### src/rtl/mac_operand_sequencer.sv
// rtl/mac_operand_sequencer.sv - kernel weight store pairing streamed pixels with kernel taps for the MAC
module mac_operand_sequencer #(
    parameter int KSIZE = 3,
    parameter int DW    = 8
) (
    input  logic          clk,
    input  logic          rst,
    input  logic          wt_load,
    input  logic          wt_valid,
    input  logic [DW-1:0] wt_data,
    input  logic          pix_valid,
    input  logic [DW-1:0] pix_data,
    output logic          pix_ready,
    output logic [DW-1:0] a_out,
    output logic [DW-1:0] b_out,
    output logic          mac_en,
    output logic          tap_first,
    output logic          tap_last,
    output logic          wt_loaded,
    output logic          busy,
    output logic [15:0]   win_count
);
    localparam int NTAP = KSIZE * KSIZE;
    localparam int TW   = $clog2(NTAP);
    localparam logic [TW-1:0] LAST_TAP = TW'(NTAP - 1);

    typedef enum logic [1:0] {IDLE, LOAD_W, RUN} state_t;

    state_t        state_q, state_d;
    logic [TW-1:0] widx_q, widx_d;
    logic [TW-1:0] tap_q, tap_d;
    logic [DW-1:0] weight_q [NTAP];
    logic [DW-1:0] a_q, b_q;
    logic          mac_en_q, first_q, last_q;
    logic [15:0]   win_q;
    logic          accept, wt_wr;
    logic [TW-1:0] wr_idx;

    always_ff @(posedge clk or posedge rst) begin
        if (rst) begin
            state_q <= IDLE;
        end else begin
            state_q <= state_d;
        end
    end

    always_comb begin
        state_d = state_q;
        case (state_q)
            IDLE:    if (wt_load) state_d = LOAD_W;
            LOAD_W:  if (!wt_load && wt_valid && widx_q == LAST_TAP) state_d = RUN;
            RUN:     if (wt_load && tap_q == '0) state_d = LOAD_W;
            default: state_d = IDLE;
        endcase
    end

    // A reload request only takes effect between windows, so it also blocks the tap-0 pixel.
    always_comb begin
        pix_ready = 1'b0;
        wt_loaded = 1'b0;
        busy      = (tap_q != '0);
        case (state_q)
            LOAD_W:  busy = 1'b1;
            RUN: begin
                pix_ready = !(wt_load && tap_q == '0);
                wt_loaded = 1'b1;
            end
            default: ;
        endcase
    end

    always_comb begin
        accept = pix_valid && pix_ready;
        wt_wr  = (state_q == LOAD_W) && wt_valid;
        wr_idx = wt_load ? '0 : widx_q;
        widx_d = '0;
        if (state_q == LOAD_W) begin
            if (wt_wr) begin
                widx_d = (wr_idx == LAST_TAP) ? '0 : wr_idx + TW'(1);
            end else if (!wt_load) begin
                widx_d = widx_q;
            end
        end
        tap_d = tap_q;
        if (accept) begin
            tap_d = (tap_q == LAST_TAP) ? '0 : tap_q + TW'(1);
        end
    end

    always_ff @(posedge clk or posedge rst) begin
        if (rst) begin
            widx_q   <= '0;
            tap_q    <= '0;
            a_q      <= '0;
            b_q      <= '0;
            mac_en_q <= 1'b0;
            first_q  <= 1'b0;
            last_q   <= 1'b0;
            win_q    <= '0;
            for (int i = 0; i < NTAP; i++) begin
                weight_q[i] <= '0;
            end
        end else begin
            widx_q   <= widx_d;
            tap_q    <= tap_d;
            mac_en_q <= accept;
            first_q  <= accept && (tap_q == '0);
            last_q   <= accept && (tap_q == LAST_TAP);
            if (accept) begin
                a_q <= pix_data;
                b_q <= weight_q[tap_q];
            end
            if (accept && tap_q == LAST_TAP) begin
                win_q <= win_q + 16'd1;
            end
            if (wt_wr) begin
                weight_q[wr_idx] <= wt_data;
            end
        end
    end

    assign a_out     = a_q;
    assign b_out     = b_q;
    assign mac_en    = mac_en_q;
    assign tap_first = first_q;
    assign tap_last  = last_q;
    assign win_count = win_q;

endmodule
### config.mk
export PLATFORM = sky130hd
export DESIGN_NAME = mac_operand_sequencer
export DESIGN_NICKNAME = d
export VERILOG_FILES = /design/src/rtl/mac_operand_sequencer.sv
export SDC_FILE = /design/constraint.sdc
export NUM_CORES = 1
export LEC_CHECK = 0
export BUFFER_PORTS_ARGS = -buffer_cell sky130_fd_sc_hd__buf_2
export CORE_UTILIZATION = 50
export CTS_CLUSTER_SIZE = 10
export DETAILED_ROUTE_END_ITERATION = 10
export PLACE_DENSITY = 0.77
export SETUP_SLACK_MARGIN = 0.02
export SLEW_MARGIN = 20
export SYNTH_ARGS = -nofsm -noshare
export SYNTH_HDL_FRONTEND = slang
export SYNTH_SLANG_ARGS = --single-unit
### constraint.sdc
create_clock -name clk -period 6.6 [get_ports clk]
set_clock_uncertainty 0.15 [all_clocks]
set_input_delay 0.66 -clock clk [delete_from_list [all_inputs] [get_ports clk]]
set_output_delay 0.66 -clock clk [all_outputs]
set_load 0.03 [all_outputs]
==> metrics.csv <==
stage;metric;value;unit
global_route;track_usage;0.215;
pwr;worst_ir_drop_vdd;0.000189;V
finish;stdcell_count;586;
clocking;cts_tree;built;
pwr;power.density;351;nW/um^2
worst_setup_path;ff2ff_path_depth;6;
synth;synth_nets;395;
worst_setup_path;worstReg2RegEnd;a_out[5]$_DFFE_PP0N_;
die;row_count;37;
synth;synth_area;5270;sq um
clocking;clock-root-buffer;clkbuf_8;
route;detail_route.vias_per_cell;5.61;
min_path;hold_class;input pin to async pin;
die;dieHeight;105;microns
run_status;status;finished, final reports clean;
die;die_w;105;microns
synth;synth.distinct_cells;48;
finish;drive_gt1_frac;0.449;
clocking;postCtsSetupRepairBufs;0;
route;wl_per_cell;18.2;microns
finish;antenna_cells;0;
synth;async_flop_share;1.00;
global_route;antenna_found_initial;0;
worst_setup_path;crit_end;busy;
synth;synth-edff-count;0;
sta;rsz0062_at_grt;false;
clocking;clkLatencyLatePin;0.50;ns
worst_setup_path;r2r_slack;4.01;ns
die;core_region_area;10300;sq um
clocking;cts_buffers;17;
sta;hold_viol;0;
route;drt_iter0_drc;185;
finish;area.growth.synth_to_final;20.0;%
route;drt-total-wl;10600;microns
place;place_ws;3.64;ns
route;route.detailed.drc;0;
finish;layout.nets;462;
pwr;power.static_leakage;3.07;nW
worst_setup_path;endpoint_kind;primary output;
global_route;grt_pass1_vias;3489;
worst_setup_path;crit_start;tap_q[0]$_DFFE_PP0N_;
pwr;p_total;2.22;mW
synth;yosys_warnings;0;
clocking;cts_buffer_depth;2;
sta;tightestPinTransition;0.917;ns
synth;ys_seq_area_frac;0.556;
route;drt_pass1_iterations;6;
route;vias;3286;
place;io_buffers;58;
worst_setup_path;critPathKind;flip-flop to primary output;
flow_run;cap_violations;0;
sta;holdWs;0.103;ns
die;io_pins;59;
clocking;htreeDepth;4;
sta;max_freq;313;MHz
place;placedCellCount;554;
die;die_area;11000;sq um
synth;synth_area_per_cell;14.2;sq um
sta;totalNegativeSetupSlack;0;ns
synth;synth.top_cell.area_share;0.556;
place;routabilityCongestion;0.783;
synth;synth_area_leaders;dfrtp_1 56%, mux2_2 16%, mux4_2 6.8%, mux2_4 2.3%, xor2_1 2.0%;
die;initial_core_util;0.513;
worst_setup_path;crit_fanout;20;
worst_setup_path;critPathRequiredTime;5.79;ns
clocking;cts_hold_buf;0;
place;place_hpwl;6850;microns
clocking;cts.sinks;117;
synth;synth-main-ff-cell;dfrtp_1;
sta;relSlewSlack;0.387;
clocking;cts_resized;0;
synth;synth_area_leader_cell;dfrtp_1;
synth;syn_inst;370;
finish;layout_commonest_cell;dfrtp_1;
sta;fin_ws;3.41;ns
worst_setup_path;worstPathArrival;2.38;ns
worst_setup_path;start_kind;flip-flop;
finish;mostFrequentLayoutCells;116 x dfrtp_1, 74 x mux2_2, 58 x buf_2;
global_route;overflow;0;
sta;finalSetupViolCount;0;
synth;ys_seq_elements;117;
global_route;grt_max_degree;65;
clocking;clkTransAtPathRegs;0.06;ns
sta;period_share;0.484;
route;antenna_left;0;
worst_setup_path;reg2reg_from;tap_q[0]$_DFFE_PP0N_;
global_route;grt_pass1_wl;18000;microns
sta;finalMaxSlewViolations;0;
sta;period_minus_slack;3.19;ns
layout make-up:
class,instances,area [sq um]
fillers,788,3960
flip-flops and latches,117,2930
multi-input cells,233,2240
clock buffers,24,500
repair buffers,61,313
well taps,136,170
clock inverters,8,143
inverters,7,28.8
metal layers:
metal	vias up	wire, microns	global-route usage
met5	-	0	0
met2	104	5360	0.357
met4	0	121	0.0704
met3	12	508	0.0493
li1	1480	-	-
met1	1690	4640	0.280
state kept, by name, summed over array words and instances (netlist names):
| signal | flops |
|---|---|
| b_out | 8 |
| tap_q | 4 |
| widx_q | 4 |
| win_count | 16 |
| tap_last | 1 |
| state_q | 2 |
| a_out | 8 |
| mac_en | 1 |
| weight_q | 72 |
| tap_first | 1 |
synth_stat cells, types with 5 or more instances:
cell type and count:
dfrtp_1 117, mux2_2 74, nand2_1 20, mux4_2 16, nor2_1 13, xor2_1 12, mux2_4 8, mux2i_1 8
o211ai_1 8, o21a_1 8, xnor2_1 8, nand3_1 7, inv_1 6, nand4_1 5, nor3_1 5
per-stage QoR:
stage / area (sq um) / utilization
floorplan: 5270 / -
global placement: 5680 / 0.552
detailed placement: 5680 / 0.552
CTS: 6320 / 0.615
global route: 6320 / 0.615
finish: 6320 / 0.615
power breakdown:
| group | internal (mW) | switching, mW | total, mW |
|---|---|---|---|
| clock network | 0.672 | 0.305 | 0.976 |
| registers | 0.840 | 0.0728 | 0.912 |
| logic | 0.189 | 0.143 | 0.332 |
| total | 1.70 | 0.521 | 2.22 |
worst max-delay path: stages, from the launching register on:
cell and delay (ns):
dfrtp_2 0.63, inv_1 0.19, ha_1 0.24, nor3b_1 0.51
nand2_1 0.11, buf_2 0.20
how the worst min path moves through the flow:
stage | end | slack, ns | cells past startpoint
after floorplan | weight_q[16]$_DFFE_PP0P_ | 0.32 | 1
after global placement | win_count[15]$_DFFE_PP0P_ | 0.31 | 1
after detailed placement | b_out[2]$_DFFE_PP0N_ | 0.33 | 1
after CTS | a_out[0]$_DFFE_PP0N_ | 0.13 | 2
after global routing | a_out[0]$_DFFE_PP0N_ | 0.16 | 2
final | a_out[0]$_DFFE_PP0N_ | 0.10 | 2
cells by family after synthesis:
kind of cell             share of synthesized area
multiplexers                                 0.265
AO/OA/AOI/OAI                               0.0330
buffers and inverters                       0.0204
flip-flops                                   0.556
adder cells (fa/ha/maj)                    0.00950
AND/OR/NAND/NOR                             0.0836
XOR/XNOR                                    0.0332
Note: power is estimated with default switching activity, not from simulation.
